## src/rtl/div_sched_if.sv

```systemverilog
// Request/response and divider-core signal bundle for div_sched.
// The master modport is the scheduler's view. The slave modport is the
// view of the environment, which holds the requesters and the core.
interface div_sched_if #(
  parameter int XLEN = 32,
  parameter int NREQ = 2
);
  // requester side
  logic [NREQ-1:0]            req_valid_i;
  logic [NREQ-1:0]            req_ready_o;
  logic [NREQ-1:0][XLEN-1:0]  req_dividend_i;
  logic [NREQ-1:0][XLEN-1:0]  req_divisor_i;
  logic [NREQ-1:0]            flush_i;
  logic [NREQ-1:0]            rsp_valid_o;
  logic [NREQ-1:0]            rsp_ready_i;
  logic [XLEN-1:0]            rsp_quotient_o;
  logic [XLEN-1:0]            rsp_remainder_o;
  logic                       rsp_dbz_o;
  // divider core side
  logic                       div_start_o;
  logic [XLEN-1:0]            div_dividend_o;
  logic [XLEN-1:0]            div_divisor_o;
  logic                       div_busy_i;
  logic                       div_done_i;
  logic                       div_dbz_i;
  logic [XLEN-1:0]            div_quotient_i;
  logic [XLEN-1:0]            div_remainder_i;

  modport master (
    input  req_valid_i, req_dividend_i, req_divisor_i, flush_i, rsp_ready_i,
    input  div_busy_i, div_done_i, div_dbz_i, div_quotient_i, div_remainder_i,
    output req_ready_o, rsp_valid_o, rsp_quotient_o, rsp_remainder_o, rsp_dbz_o,
    output div_start_o, div_dividend_o, div_divisor_o
  );

  modport slave (
    output req_valid_i, req_dividend_i, req_divisor_i, flush_i, rsp_ready_i,
    output div_busy_i, div_done_i, div_dbz_i, div_quotient_i, div_remainder_i,
    input  req_ready_o, rsp_valid_o, rsp_quotient_o, rsp_remainder_o, rsp_dbz_o,
    input  div_start_o, div_dividend_o, div_divisor_o
  );
endinterface

```

## src/rtl/div_sched.sv

```systemverilog
// Round-robin scheduler that shares one iterative unsigned divider among
// NREQ requesters. A divisor of zero is answered without using the core.
// A one-entry cache answers a repeat of the last computed pair without
// using the core.
module div_sched #(
  parameter int XLEN     = 32,
  parameter int NREQ     = 2,
  parameter bit CACHE_EN = 1'b1
) (
  input  logic          clk_i,
  input  logic          rst_ni,
  div_sched_if.master   bus
);
  localparam int PW = (NREQ > 1) ? $clog2(NREQ) : 1;

  typedef enum logic [1:0] {IDLE, START, WAIT, RESP} state_t;

  state_t             r_state;
  logic [PW-1:0]      r_ptr;
  logic [PW-1:0]      r_owner;
  logic               r_killed;
  logic               r_start;
  logic [XLEN-1:0]    r_dvd;
  logic [XLEN-1:0]    r_dvs;
  logic [XLEN-1:0]    r_quo;
  logic [XLEN-1:0]    r_rem;
  logic               r_dbz;
  logic [NREQ-1:0]    r_rsp_valid;
  logic               r_c_vld;
  logic [XLEN-1:0]    r_c_dvd;
  logic [XLEN-1:0]    r_c_dvs;
  logic [XLEN-1:0]    r_c_quo;
  logic [XLEN-1:0]    r_c_rem;
  logic               r_c_dbz;

  logic [NREQ-1:0]    w_elig;
  logic               w_gnt_vld;
  logic [PW-1:0]      w_gnt_idx;
  logic [PW-1:0]      w_idx;
  logic [NREQ-1:0]    w_gnt_onehot;
  logic [NREQ-1:0]    w_own_onehot;
  logic [XLEN-1:0]    w_sel_dvd;
  logic [XLEN-1:0]    w_sel_dvs;
  logic               w_hit;
  logic               w_own_flush;
  logic               w_own_ready;

  // Pointer successor, wrapping at NREQ-1 for non-power-of-two counts.
  function automatic logic [PW-1:0] next_idx(input logic [PW-1:0] idx);
    if (int'(idx) == NREQ - 1) return '0;
    return idx + PW'(1);
  endfunction

  // Round-robin pick. Scanning downward leaves the requester closest to the pointer as the winner.
  always_comb begin
    w_gnt_vld = 1'b0;
    w_gnt_idx = '0;
    w_idx     = '0;
    w_elig    = bus.req_valid_i & ~bus.flush_i;
    for (int k = NREQ - 1; k >= 0; k--) begin
      w_idx = PW'((int'(r_ptr) + k) % NREQ);
      if (w_elig[w_idx]) begin
        w_gnt_vld = 1'b1;
        w_gnt_idx = w_idx;
      end
    end
  end

  assign w_gnt_onehot = NREQ'(1) << w_gnt_idx;
  assign w_own_onehot = NREQ'(1) << r_owner;
  assign w_sel_dvd    = bus.req_dividend_i[w_gnt_idx];
  assign w_sel_dvs    = bus.req_divisor_i[w_gnt_idx];
  assign w_hit        = CACHE_EN && r_c_vld && (w_sel_dvd == r_c_dvd) && (w_sel_dvs == r_c_dvs);
  assign w_own_flush  = bus.flush_i[r_owner];
  assign w_own_ready  = bus.rsp_ready_i[r_owner];

  // Ready is gated by reset so that every output reads zero while reset is held.
  assign bus.req_ready_o     = (rst_ni && r_state == IDLE && w_gnt_vld) ? w_gnt_onehot : '0;
  assign bus.rsp_valid_o     = r_rsp_valid;
  assign bus.rsp_quotient_o  = r_quo;
  assign bus.rsp_remainder_o = r_rem;
  assign bus.rsp_dbz_o       = r_dbz;
  assign bus.div_start_o     = r_start;
  assign bus.div_dividend_o  = r_dvd;
  assign bus.div_divisor_o   = r_dvs;

  // Scheduler FSM: accept, bypass or start the core, wait for done, then hand back the result.
  always_ff @(posedge clk_i or negedge rst_ni) begin
    if (!rst_ni) begin
      r_state     <= IDLE;
      r_ptr       <= '0;
      r_owner     <= '0;
      r_killed    <= 1'b0;
      r_start     <= 1'b0;
      r_dvd       <= '0;
      r_dvs       <= '0;
      r_quo       <= '0;
      r_rem       <= '0;
      r_dbz       <= 1'b0;
      r_rsp_valid <= '0;
      r_c_vld     <= 1'b0;
      r_c_dvd     <= '0;
      r_c_dvs     <= '0;
      r_c_quo     <= '0;
      r_c_rem     <= '0;
      r_c_dbz     <= 1'b0;
    end else begin
      case (r_state)
        IDLE: begin
          if (w_gnt_vld) begin
            r_owner  <= w_gnt_idx;
            r_dvd    <= w_sel_dvd;
            r_dvs    <= w_sel_dvs;
            r_killed <= 1'b0;
            if (w_sel_dvs == '0) begin
              r_quo       <= '1;
              r_rem       <= w_sel_dvd;
              r_dbz       <= 1'b1;
              r_rsp_valid <= w_gnt_onehot;
              r_state     <= RESP;
            end else if (w_hit) begin
              r_quo       <= r_c_quo;
              r_rem       <= r_c_rem;
              r_dbz       <= r_c_dbz;
              r_rsp_valid <= w_gnt_onehot;
              r_state     <= RESP;
            end else begin
              // The pulse goes out in the first START cycle when the core is free.
              r_start <= ~bus.div_busy_i;
              r_state <= START;
            end
          end
        end
        START: begin
          if (w_own_flush) begin
            r_start <= 1'b0;
            r_ptr   <= next_idx(r_owner);
            r_state <= IDLE;
          end else if (r_start) begin
            r_start <= 1'b0;
            r_state <= WAIT;
          end else if (!bus.div_busy_i) begin
            r_start <= 1'b1;
          end
        end
        WAIT: begin
          if (w_own_flush) r_killed <= 1'b1;
          if (bus.div_done_i) begin
            r_quo   <= bus.div_quotient_i;
            r_rem   <= bus.div_remainder_i;
            r_dbz   <= bus.div_dbz_i;
            r_c_vld <= 1'b1;
            r_c_dvd <= r_dvd;
            r_c_dvs <= r_dvs;
            r_c_quo <= bus.div_quotient_i;
            r_c_rem <= bus.div_remainder_i;
            r_c_dbz <= bus.div_dbz_i;
            if (r_killed || w_own_flush) begin
              r_ptr   <= next_idx(r_owner);
              r_state <= IDLE;
            end else begin
              r_rsp_valid <= w_own_onehot;
              r_state     <= RESP;
            end
          end
        end
        RESP: begin
          // A flush in the same cycle as ready is treated as a consumed response.
          if (w_own_ready || w_own_flush) begin
            r_rsp_valid <= '0;
            r_ptr       <= next_idx(r_owner);
            r_state     <= IDLE;
          end
        end
        default: r_state <= IDLE;
      endcase
    end
  end
endmodule

```

## src/flat_wrapper.sv

```systemverilog
// flat-port wrapper written by rule: the top's interface ports become plain ports
module div_sched_flat 
#(
  parameter int XLEN     = 32,
  parameter int NREQ     = 2,
  parameter bit CACHE_EN = 1'b1
)
  (clk_i, rst_ni, bus_req_valid_i, bus_req_dividend_i, bus_req_divisor_i, bus_flush_i, bus_rsp_ready_i, bus_div_busy_i, bus_div_done_i, bus_div_dbz_i, bus_div_quotient_i, bus_div_remainder_i, bus_req_ready_o, bus_rsp_valid_o, bus_rsp_quotient_o, bus_rsp_remainder_o, bus_rsp_dbz_o, bus_div_start_o, bus_div_dividend_o, bus_div_divisor_o);
  div_sched_if #(.XLEN(XLEN), .NREQ(NREQ)) bus_i ();
  input  logic clk_i;
  input  logic rst_ni;
  input wire logic [$bits(bus_i.req_valid_i)-1:0] bus_req_valid_i;
  input wire logic [$bits(bus_i.req_dividend_i)-1:0] bus_req_dividend_i;
  input wire logic [$bits(bus_i.req_divisor_i)-1:0] bus_req_divisor_i;
  input wire logic [$bits(bus_i.flush_i)-1:0] bus_flush_i;
  input wire logic [$bits(bus_i.rsp_ready_i)-1:0] bus_rsp_ready_i;
  input wire logic [$bits(bus_i.div_busy_i)-1:0] bus_div_busy_i;
  input wire logic [$bits(bus_i.div_done_i)-1:0] bus_div_done_i;
  input wire logic [$bits(bus_i.div_dbz_i)-1:0] bus_div_dbz_i;
  input wire logic [$bits(bus_i.div_quotient_i)-1:0] bus_div_quotient_i;
  input wire logic [$bits(bus_i.div_remainder_i)-1:0] bus_div_remainder_i;
  output wire logic [$bits(bus_i.req_ready_o)-1:0] bus_req_ready_o;
  output wire logic [$bits(bus_i.rsp_valid_o)-1:0] bus_rsp_valid_o;
  output wire logic [$bits(bus_i.rsp_quotient_o)-1:0] bus_rsp_quotient_o;
  output wire logic [$bits(bus_i.rsp_remainder_o)-1:0] bus_rsp_remainder_o;
  output wire logic [$bits(bus_i.rsp_dbz_o)-1:0] bus_rsp_dbz_o;
  output wire logic [$bits(bus_i.div_start_o)-1:0] bus_div_start_o;
  output wire logic [$bits(bus_i.div_dividend_o)-1:0] bus_div_dividend_o;
  output wire logic [$bits(bus_i.div_divisor_o)-1:0] bus_div_divisor_o;
  assign bus_i.req_valid_i = bus_req_valid_i;
  assign bus_i.req_dividend_i = bus_req_dividend_i;
  assign bus_i.req_divisor_i = bus_req_divisor_i;
  assign bus_i.flush_i = bus_flush_i;
  assign bus_i.rsp_ready_i = bus_rsp_ready_i;
  assign bus_i.div_busy_i = bus_div_busy_i;
  assign bus_i.div_done_i = bus_div_done_i;
  assign bus_i.div_dbz_i = bus_div_dbz_i;
  assign bus_i.div_quotient_i = bus_div_quotient_i;
  assign bus_i.div_remainder_i = bus_div_remainder_i;
  assign bus_req_ready_o = bus_i.req_ready_o;
  assign bus_rsp_valid_o = bus_i.rsp_valid_o;
  assign bus_rsp_quotient_o = bus_i.rsp_quotient_o;
  assign bus_rsp_remainder_o = bus_i.rsp_remainder_o;
  assign bus_rsp_dbz_o = bus_i.rsp_dbz_o;
  assign bus_div_start_o = bus_i.div_start_o;
  assign bus_div_dividend_o = bus_i.div_dividend_o;
  assign bus_div_divisor_o = bus_i.div_divisor_o;
  div_sched #(.XLEN(XLEN), .NREQ(NREQ), .CACHE_EN(CACHE_EN)) u_core (.clk_i(clk_i), .rst_ni(rst_ni), .bus(bus_i));
endmodule
```

## config.mk

```make
export PLATFORM = sky130hd
export DESIGN_NAME = div_sched_flat
export DESIGN_NICKNAME = d
export VERILOG_FILES = /design/src/rtl/div_sched_if.sv /design/src/rtl/div_sched.sv /design/src/flat_wrapper.sv
export SDC_FILE = /design/constraint.sdc
export NUM_CORES = 1
export LEC_CHECK = 0
export ABC_AREA = 1
export CORE_MARGIN = 8
export CORE_UTILIZATION = 30
export DETAILED_ROUTE_END_ITERATION = 12
export HOLD_SLACK_MARGIN = 0.05
export PLACE_DENSITY = 0.62
export SYNTH_ARGS = -nofsm -noshare
export SYNTH_HDL_FRONTEND = slang
export SYNTH_SLANG_ARGS = --single-unit
```

## constraint.sdc

```tcl
create_clock -name clk_i -period 2.8 [get_ports clk_i]
set_clock_uncertainty 0.05 [all_clocks]
set_input_delay 0.7 -clock clk_i [delete_from_list [all_inputs] [get_ports clk_i]]
set_output_delay 0.7 -clock clk_i [all_outputs]
set_load 0.005 [all_outputs]
```

======== Yosys cells after proc, flatten, opt, wreduce, memory -nomap -nowiden ========
Index checks and enable logic that the tools add are counted.
storage, ports and cells
  logic and storage cells ................. 138
  output and inout port bits .............. 134
  memories ................................ 0
  bits in read-only memories .............. 0
  input bits .............................. 203
  flip-flop bits (word level) ............. 267
  bits in latches ......................... 0
  RAM bits ................................ 0
cells by class
  eq/ne operators ......................... 16
  magnitude comparators ................... 4
  bitwise operators ....................... 3
  mux-type cells .......................... 74
  multiply operators ...................... 0
  div/mod/pow operators ................... 0
  shift operators ......................... 2
  add/subtract/negate cells ............... 2
  reduce and logical (&&, ||, !) cells .... 20
operators by type and width
  cell                                                                   number
  32-bit two-way mux                                                     12
  32-bit case mux with 2 select lines                                    2
  32-bit == test                                                         2
  1-bit two-way mux                                                      40
  32-bit zero test                                                       1
  2-bit two-way mux                                                      14
  4-bit AND reduction                                                    3
  2-bit by 1-bit != test with 1-bit output (second input constant)       5
  1-bit by 2-bit < comparator with 1-bit output (second input constant)  4
  2-bit != test (second input constant)                                  4
  2-bit case mux with 4 select lines                                     1
  1-bit case mux with 2 select lines                                     3
  2-bit case mux with 3 select lines                                     1
  6-bit AND reduction                                                    1
  3-bit nonzero test                                                     2
  5-bit AND reduction                                                    1
  2-bit == test (second input constant)                                  2
  1-bit logical AND                                                      4
  2-bit AND reduction                                                    2
  2-bit nonzero test                                                     2
  1-bit by 1-bit left shift with 2-bit output (first input constant)     2
  3-bit by 1-bit != test with 1-bit output (second input constant)       1
  3-bit by 2-bit != test with 1-bit output (second input constant)       1
  1-bit case mux with 3 select lines                                     1
  other kinds (8)                                                        10

======== Logic depth before layout (Yosys ltp) ========
Gate-level depths: netlist (run 1).
  depth after elaboration ................. 15
  gate-level depth with buffers ........... 20
  gate-level depth less buffers ........... 18

======== Worst setup path after synthesis (run 1) ========
OpenSTA, ideal clock, no wires.
  path type ............................... input to output
  start ................................... input bus_req_valid_i[1]
  end ..................................... output bus_req_ready_o[0]
  buffers on the path ..................... 3
  data arrival time ....................... 1.896 ns
  required time ........................... 2.050 ns
  stages on the path ...................... 11
  slack ................................... 0.154 ns
  path through ............................ inv_1 -> nor2_4 -> buf_4 -> buf_4 -> inv_1 -> nand2_1 -> inv_1 -> nor2_1 -> inv_1 -> clkbuf_1 -> nor3_1
between the ends
  longest elaborated chain between the ends .. 7
  elaborated cells on any way between the ends .. 12
  those cells by class .................... shift: 1; mux: 9; bitwise: 1; reduce/logical: 1
ends and longest elaborated chain
  what                                                                                     RTL line                          RTL
  start: declaration                                                                       flat_wrapper.sv:12                input wire logic [$bits(bus_i.req_valid_i)-1:0] bus_req_valid_i;
  2-bit AND (*)                                                                            div_sched.sv:59                   w_elig = bus.req_valid_i & ~bus.flush_i;
  1-bit two-way mux (not written as such) (2 in a row)                                     div_sched.sv:62                   if (w_elig[w_idx]) begin
  1-bit two-way mux (2 in a row)                                                           div_sched.sv:62
  1-bit by 1-bit left shift with 2-bit output / 1-bit logical AND (equally long branches)  div_sched.sv:69, div_sched.sv:78
  2-bit two-way mux (*)                                                                    div_sched.sv:78                   assign bus.req_ready_o = (rst_ni && r_state == IDLE && w_gnt_vld) ? w_gnt_onehot : '0;
  end: declaration                                                                         flat_wrapper.sv:22                output wire logic [$bits(bus_i.req_ready_o)-1:0] bus_req_ready_o;
Every way passes the cells marked *; elsewhere a longest branch is shown, timed or not. The select of a mux whose other input is x is not followed.

======== Worst setup path in the final report (run 1) ========
  start ................................... input bus_flush_i[0]
  end ..................................... register u_core.r_rem[28] (netlist: u_core.bus.rsp_remainder_o[28])
between the ends
  longest elaborated chain between the ends .. 13
  elaborated cells on any way between the ends .. 25
  those cells by class .................... eq/ne: 4; mux: 15; bitwise: 2; reduce/logical: 4
ends and longest elaborated chain
  what                                                       RTL line            RTL
  start: declaration                                         flat_wrapper.sv:15  input wire logic [$bits(bus_i.flush_i)-1:0] bus_flush_i;
  2-bit NOT (*)                                              div_sched.sv:59
  2-bit AND (*)                                              div_sched.sv:59
  1-bit two-way mux (not written as such) (2 in a row)       div_sched.sv:62
  1-bit two-way mux (2 in a row)                             div_sched.sv:62
  32-bit two-way mux (not written as such) (2 in a row)      div_sched.sv:71     assign w_sel_dvd = bus.req_dividend_i[w_gnt_idx];
  32-bit == test                                             div_sched.sv:73     assign w_hit = CACHE_EN && r_c_vld && (w_sel_dvd == r_c_dvd) && (w_sel_dvs == r_c_dvs);
  1-bit logical AND (2 in a row)                             div_sched.sv:73
  3-bit by 2-bit != test with 1-bit output (no source line)  -
  4-bit AND reduction (no source line)                       -
  end signal: assignment                                     div_sched.sv:117    r_rem <= w_sel_dvd;
  end signal: assignment                                     div_sched.sv:123    r_rem <= r_c_rem;
  end signal: assignment                                     div_sched.sv:150    r_rem <= bus.div_remainder_i;
  end: declaration                                           div_sched.sv:26     logic [XLEN-1:0] r_rem;
Marked as above.
A chain may end at the register's enable or synchronous reset.

==> metrics.txt, run 1 <==
area of the multi-input gates ~7400 µm²; Overflow after GRT 0; Top Layer Used met5; LEAKAGE 0.01125 µW; CP dominant cell by count nand2_1; hold depth 2; fin area ~23000 µm²; share of cells above drive strength 1 0.2050; Total GRT Usage 0.2093; crit-path cells dlygate4sd2_1, inv_2, nand3_4, buf_12, clkbuf_16, nand3b_1, nand2_2, nand2_1, nand2_1, buf_4, nor2_1, nand2_1, nor2_2, nand2_1, nor2_2, nand3_2, nand2_4, nand2_8, clkbuf_16, nand3_2, nand2_1; Worst-Margin Slew around 1.1 ns; period utilisation layout 1.070; post-synthesis sequential area ratio 0.4500; worst slack, placed -1.033 ns; DR iter-0 viols 1295; clock latency on the worst-skew pair between 0.5 and 0.6 ns; I/O pin count ~340; CTS Buf Count 35; Sw Share 0.3732; RSZ-0062 raised after global routing yes; Filler Cell Count around 4700; CP arrival between 3 and 4 ns; Die W 238.5 µm; critical path peak fanout 18; met2 routed WL slightly below 30 mm; register share of total power 0.317; residual DRC count 0; Pre-antenna DRT Iters 6; Post-synth ARST share 1.000; vias in the first global route between 15000 and 20000; Avg Inst Size Synth approximately 7.5 µm²; CTS tree yes; max-capacitance violation count 0; vias approximately 16000; Initial Utilization 0.3033; minimum clock period about 3 ns; Worst Path Buf+Inv 6; Nets 2693; commonest non-fill, non-tap cell in the layout nand2_1; Post-synth EDFFs 0; final setup margin -0.1947 ns; CTS clk-pin slew, worst paths around 0.060 ns; Top delay family on crit path simple AND/OR/NAND/NOR gates; Via density approximately 4.9; Slew Viols, Final 0; Comb power frac 0.475; status finished with violations; Hold Fails Final Rpt 0; drt total wl 62.61 mm; cell count along the critical path 21; mapped cell area 14850 µm²; final RePlAce weighted congestion slightly below 0.9; clock buffer depth 3; hpwl dp about 43 mm; Worst VDD drop about 0.45 mV; Reg area roughly 6700 µm²; Crit Path Class input port to register; Max stage delay cell, worst path dlygate4sd2_1; failing checks negative setup slack; worst min path class register to register; P_int 13870 µW; die height 238.5 µm; area growth from synthesis to layout 53.80%; Mapped Nets around 2200; Synth Instances between 1500 and 2000; total power roughly 22000 µW; library cells used by synthesis 31; met3 WL between 4 and 5 mm; Power Dens Cells 969.0 nW/µm²; first-pass GRT wire length just over 90 mm; NetSw slightly above 8000 µW; #FFs+latches synth between 200 and 300; Post-Route Setup TNS -9.436 ns; clk sink count 267; Worst setup EP type register; Die ar. between 50000 and 60000 µm²; clock share of power 0.208; Final ANT Viol Nets 0; Port Buffers between 300 and 400; WP data required ~3.2 ns; FP Rows 81; dpl cell area roughly 20000 µm²; initial antenna violation count 13; Synth Flop Type dfrtp_1; YS warnings 0; hold slack 0.4339 ns; largest net degree at the start of global routing 138; most frequent cells in the layout nand2_1, clkdlybuf4s50_1, dfrtp_1, buf_4, nand3_1; Slew headroom 0.2909; Core Region slightly below 50000 µm²; met1 WL between 20 and 30 mm; Root Buffer clkbuf_16; H-tree levels 2; Startpoint Class input port; routed len/inst 19.65 µm; Setup violations, final 67; fmax around 0.33 GHz; crit-path max cell delay between 0.2 and 0.25 ns; FF-to-FF path depth 20
==> final cells by class <==
| class | instances | share of cell area |
|---|---|---|
| antenna | 10 | 0.001096 |
| clock inverter | 10 | 0.006849 |
| tap | 664 | 0.03638 |
| sequential | 267 | 0.2926 |
| timing repair buffer | 605 | 0.2689 |
| multi-input combinational | 1407 | 0.3222 |
| clock buffer | 49 | 0.04329 |
| inverter | 174 | 0.02866 |
==> per-layer routing <==
metal	vias up	global-route usage
li1	7484	-
met1	7565	0.2732
met2	563	0.3419
met3	105	0.04072
met4	4	0.07592
met5	-	0
==> metrics by stage <==
| step | utilization | cells |
|---|---|---|
| floorplan | - | 1969 |
| global placement | 0.4174 | 3076 |
| detailed placement | 0.4174 | 3076 |
| CTS | 0.4535 | 3160 |
| global route | 0.4665 | 3186 |
| finish | 0.4665 | 3186 |
==> power groups by stage <==
stage | sequential, µW | combinational (µW) | clock [µW]
4_1_cts | 6970 | 10200 | 4710
3_5_place_dp | 7010 | 9880 | 0
3_3_place_gp | 6930 | 9700 | 0
5_1_grt | 7220 | 11600 | 4840
2_1_floorplan | 6730 | 5080 | 0
6_report | 7020 | 10500 | 4600
==> worst min-delay path, stage by stage, from the launching register on <==
cell and delay (ns):
dfrtp_1 0.34, nand2_1 0.05, o21ai_0 0.05
==> sequential cells by signal, indices dropped and copies added (netlist names), 2 cells and up <==
register	cells
u_core.r_c_rem	32
u_core.bus.rsp_quotient_o	32
u_core.r_state	2
u_core.r_c_dvs	32
u_core.r_c_dvd	32
u_core.bus.div_divisor_o	32
u_core.bus.rsp_remainder_o	32
u_core.bus.rsp_valid_o	2
u_core.bus.div_dividend_o	32
u_core.r_c_quo	32
==> Yosys cell counts (2+ instances only) <==
library cell | instances | area [µm²]
nand4_1 | 69 | 431.7
inv_1 | 172 | 645.6
clkbuf_1 | 67 | 251.5
nor2_1 | 166 | 623.1
a31oi_1 | 2 | 12.51
nand3b_1 | 107 | 803.3
a22oi_1 | 33 | 247.7
o21ai_0 | 104 | 520.5
buf_6 | 13 | 146.4
inv_2 | 2 | 7.510
nand2_1 | 624 | 2342
buf_2 | 22 | 110.1
buf_1 | 11 | 41.29
nand2_2 | 2 | 12.51
dfrtp_1 | 267 | 6681
nor2_2 | 2 | 12.51
mux2_2 | 60 | 675.7
nand3_1 | 188 | 940.9
nor3_1 | 2 | 10.01
a21oi_1 | 37 | 185.2
buf_4 | 9 | 67.56
==> worst paths after layout <==
check | slack, ns | startpoint | endpoint
max in group asynchronous | 1.13 | rst_ni | u_core.bus.div_dividend_o[29]
worst min-delay path | 0.43 | u_core.r_c_quo[31] | u_core.r_c_quo[31]
min in group asynchronous | 0.52 | rst_ni | u_core.bus.rsp_remainder_o[1]
worst max register to register | -0.15 | u_core.r_ptr | u_core.bus.rsp_remainder_o[28]
worst min register to register | 0.43 | u_core.r_c_quo[31] | u_core.r_c_quo[31]
worst max-delay path | -0.19 | bus_flush_i[0] | u_core.bus.rsp_remainder_o[28]
==> kinds of logic after synthesis <==
| group | share of synthesized area |
|---|---|
| buffers and inverters | 0.08553 |
| flip-flops | 0.4500 |
| AND/OR/NAND/NOR | 0.3521 |
| AO/OA/AOI/OAI | 0.06691 |
| multiplexers | 0.04550 |
==> what timing repair did <==
action / 4_1_cts / 5_1_grt
endpoints found under the setup margin: 72 / 71
hold endpoints to repair: 9 / 0
gates resized for setup: 70 / 107
cloned: 11 / 11
setup buffers: 13 / 6
pin swaps: 7 / 54
hold buffers: 1 / 0
Note: power is estimated with default switching activity, not from simulation.
==> run 2, diff against run 1 <==
Settings changed: GPL_ROUTABILITY_DRIVEN set to 0.
==> run 2 against run 1 <==
  * Sequential share of layout area is 0.55 points lower
  * Cell count increased by 0.78%
  * Clock power increased by 4%
  * Cell area is 1.9% higher
  * Wire length increased by 2.1%
  * Critical endpoint is now u_core.bus.rsp_quotient_o[18]
  * First-iteration DRC count grew 15%
  * The flow still finishes with violations (negative setup slack)
  * Worst hold slack lost 0.27 ns
==> metrics.txt, run 2 (synthesis gave the netlist of run 1 again) <==
met1 WL 27.13 mm (+0.37%); worst reg2reg startpoint u_core.r_ptr; DR iter-0 viols 1493 (+15%); max-capacitance violation count 0 (unchanged); clock buffer depth 3 (unchanged); vias 16050 (+2.1%); Core Util, Final 0.4755 (+0.008972); Power Dens Cells 967.3 nW/µm² (-0.18%); fin area 23270 µm² (+1.9%); Slew headroom 0.1192 (-0.1717); critical path peak fanout 8 (-10); CP arrival 3.37 ns (about the same); drt total wl 63.94 mm (+2.1%); area growth from synthesis to layout 56.75%; Pre-antenna DRT Iters 7 (+1); first-pass GRT wire length 95.23 mm (+2.8%); Root Buffer clkbuf_16; R2R setup slack -0.18 ns (-0.03 ns); share of cells above drive strength 1 0.2145 (+0.009495); Initial Utilization 0.3033 (unchanged); dpl cell area 20420 µm² (about the same); Port Buffers 336 (unchanged); Worst VDD drop 0.5289 mV (+17%); RSZ-0062 raised after global routing yes; Via density 4.998 (+1.3%); crit-path cells clkdlybuf4s15_1, inv_2, nand3_4, buf_12, bufbuf_16, nand3b_1, nand2_2, nand2_2, buf_4, nand2_1, nor2_1, nand2_1, nor2_2, nand2_1, nor2_1, nand3_1, nand2_2, nand2_8, clkbuf_16, nand3_1, nand2_1; WP data required 3.17 ns (about the same); met2 routed WL 29.46 mm (+0.34%); minimum clock period 3.004 ns (+0.008994 ns); clk sink count 267 (unchanged); H-tree levels 2 (unchanged); commonest non-fill, non-tap cell in the layout nand2_1; Overflow after GRT 0 (unchanged); Total GRT Usage 0.2154 (+0.006132); initial antenna violation count 11 (-2); I/O pin count 337 (unchanged); LEAKAGE 0.01155 µW (+2.7%); CTS Buf Count 34 (-2.9%); Startpoint Class input port; Worst-Margin Slew 1.321 ns (+0.2576 ns); hold slack 0.1670 ns (-0.2669 ns); Worst setup EP type register; hpwl dp 43.39 mm (+0.22%); Nets 2713 (+0.74%); CTS tree yes; vias in the first global route 16070 (+3.9%); Slew Viols, Final 0 (unchanged); Hold Fails Final Rpt 0 (unchanged); FF-to-FF path depth 20 (unchanged); Post-Route Setup TNS -10.85 ns (-1.411 ns); clock latency on the worst-skew pair 0.54 ns (about the same); Top Layer Used met5; most frequent cells in the layout nand2_1, clkdlybuf4s50_1, dfrtp_1, buf_4, inv_1; Max stage delay cell, worst path bufbuf_16; routed len/inst 19.91 µm (+1.3%); die height 238.5 µm (unchanged); CP dominant cell by count nand2_1; Die W 238.5 µm (unchanged); Die ar. 56870 µm² (unchanged); period utilisation layout 1.073 (+0.003212); failing checks negative setup slack; CTS clk-pin slew, worst paths 0.06 ns (about the same); Final Instance Count excl. Fillers 3211 (+0.78%); residual DRC count 0 (unchanged); met3 WL 4.665 mm (+12%); Crit Path Class input port to register; fmax 0.3329 GHz (-0.30%); FP Rows 81 (unchanged); Setup violations, final 65 (-3.0%); worst min path class input port to async pin; crit-path max cell delay 0.27 ns (+0.03 ns); Final ANT Viol Nets 0 (unchanged); Worst R2R End u_core.bus.rsp_quotient_o[18]; status finished with violations; largest net degree at the start of global routing 144 (+4.3%); Core Region 48950 µm² (unchanged); final setup margin -0.2037 ns (-0.008994 ns); Filler Cell Count 4642 (-1.6%); Placed Cells 3071 (-0.16%)
-- run 2: changes by cell type in the layout (fill, tap and decap cells not counted), moves of 5 or more --
cell and delta:
nand3_2 +29, nand2_2 -16, nand3_1 -31, nor2_2 -14, buf_6 +7, buf_12 +5
nand2_1 +19, buf_4 +10, nor2_1 +11
-- run 2: worst max path at each step --
stage / start / endpoint / slack, ns / cells after the start
after detailed placement: bus_req_valid_i[0] / u_core.bus.rsp_quotient_o[19] / -1.08 / 18
after floorplan: bus_req_valid_i[1] / bus_req_ready_o[0] / 0.15 / 11
after global routing: u_core.r_ptr / u_core.bus.rsp_remainder_o[15] / -0.39 / 20
after global placement: bus_req_valid_i[0] / u_core.bus.rsp_remainder_o[24] / -1.03 / 18
final: bus_flush_i[0] / u_core.bus.rsp_quotient_o[18] / -0.20 / 21
after CTS: u_core.r_ptr / u_core.bus.rsp_remainder_o[9] / -0.13 / 19
-- run 2: metrics by stage --
stage / setup WS, ns / total power, µW
after CTS: -0.1270 / 22420
final: -0.2037 / 22510
after floorplan: 0.1544 / 11810
after detailed placement: -1.079 / 16900
after global routing: -0.3870 / 24060
after global placement: -1.029 / 16630
-- run 2: worst max-delay path, delay by kind of cell --
family	cells	cell delay [ns]
buffers and inverters	6	1.09
and+or+nand+nor	15	1.54
-- run 2: where the power goes --
| part | switching, µW | internal (µW) | leakage (µW) |
|---|---|---|---|
| Clock | 1780 | 2990 | 0.000596 |
| Combinational | 5300 | 5390 | 0.00777 |
| Sequential | 1330 | 5720 | 0.00319 |
-- run 2: metal layers --
metal / up-vias / GRT usage
li1: 7534 / -
met1: 7748 / 0.2771
met2: 630 / 0.3462
met3: 136 / 0.04488
met4: 2 / 0.09620
met5: - / 0
-- run 2: repair_timing --
action                     CTS  global route
setup buffers               40            10
gates cloned                17             5
resized for setup          104            97
hold buffers                 0             0
pin swaps                   45            34
setup endpoints to repair   71            71
-- run 2: area by class of cell --
| cell class | instances | area, µm² | area share |
|---|---|---|---|
| Multi-Input combinational cell | 1407 | 7465 | 0.3207 |
| Sequential cell | 267 | 6681 | 0.2871 |
| Timing Repair Buffer | 626 | 6396 | 0.2748 |
| Clock buffer | 53 | 1066 | 0.04580 |
| Tap cell | 664 | 830.8 | 0.03570 |
| Inverter | 174 | 656.9 | 0.02822 |
| Clock inverter | 9 | 151.4 | 0.006505 |
| Antenna cell | 11 | 27.53 | 0.001183 |
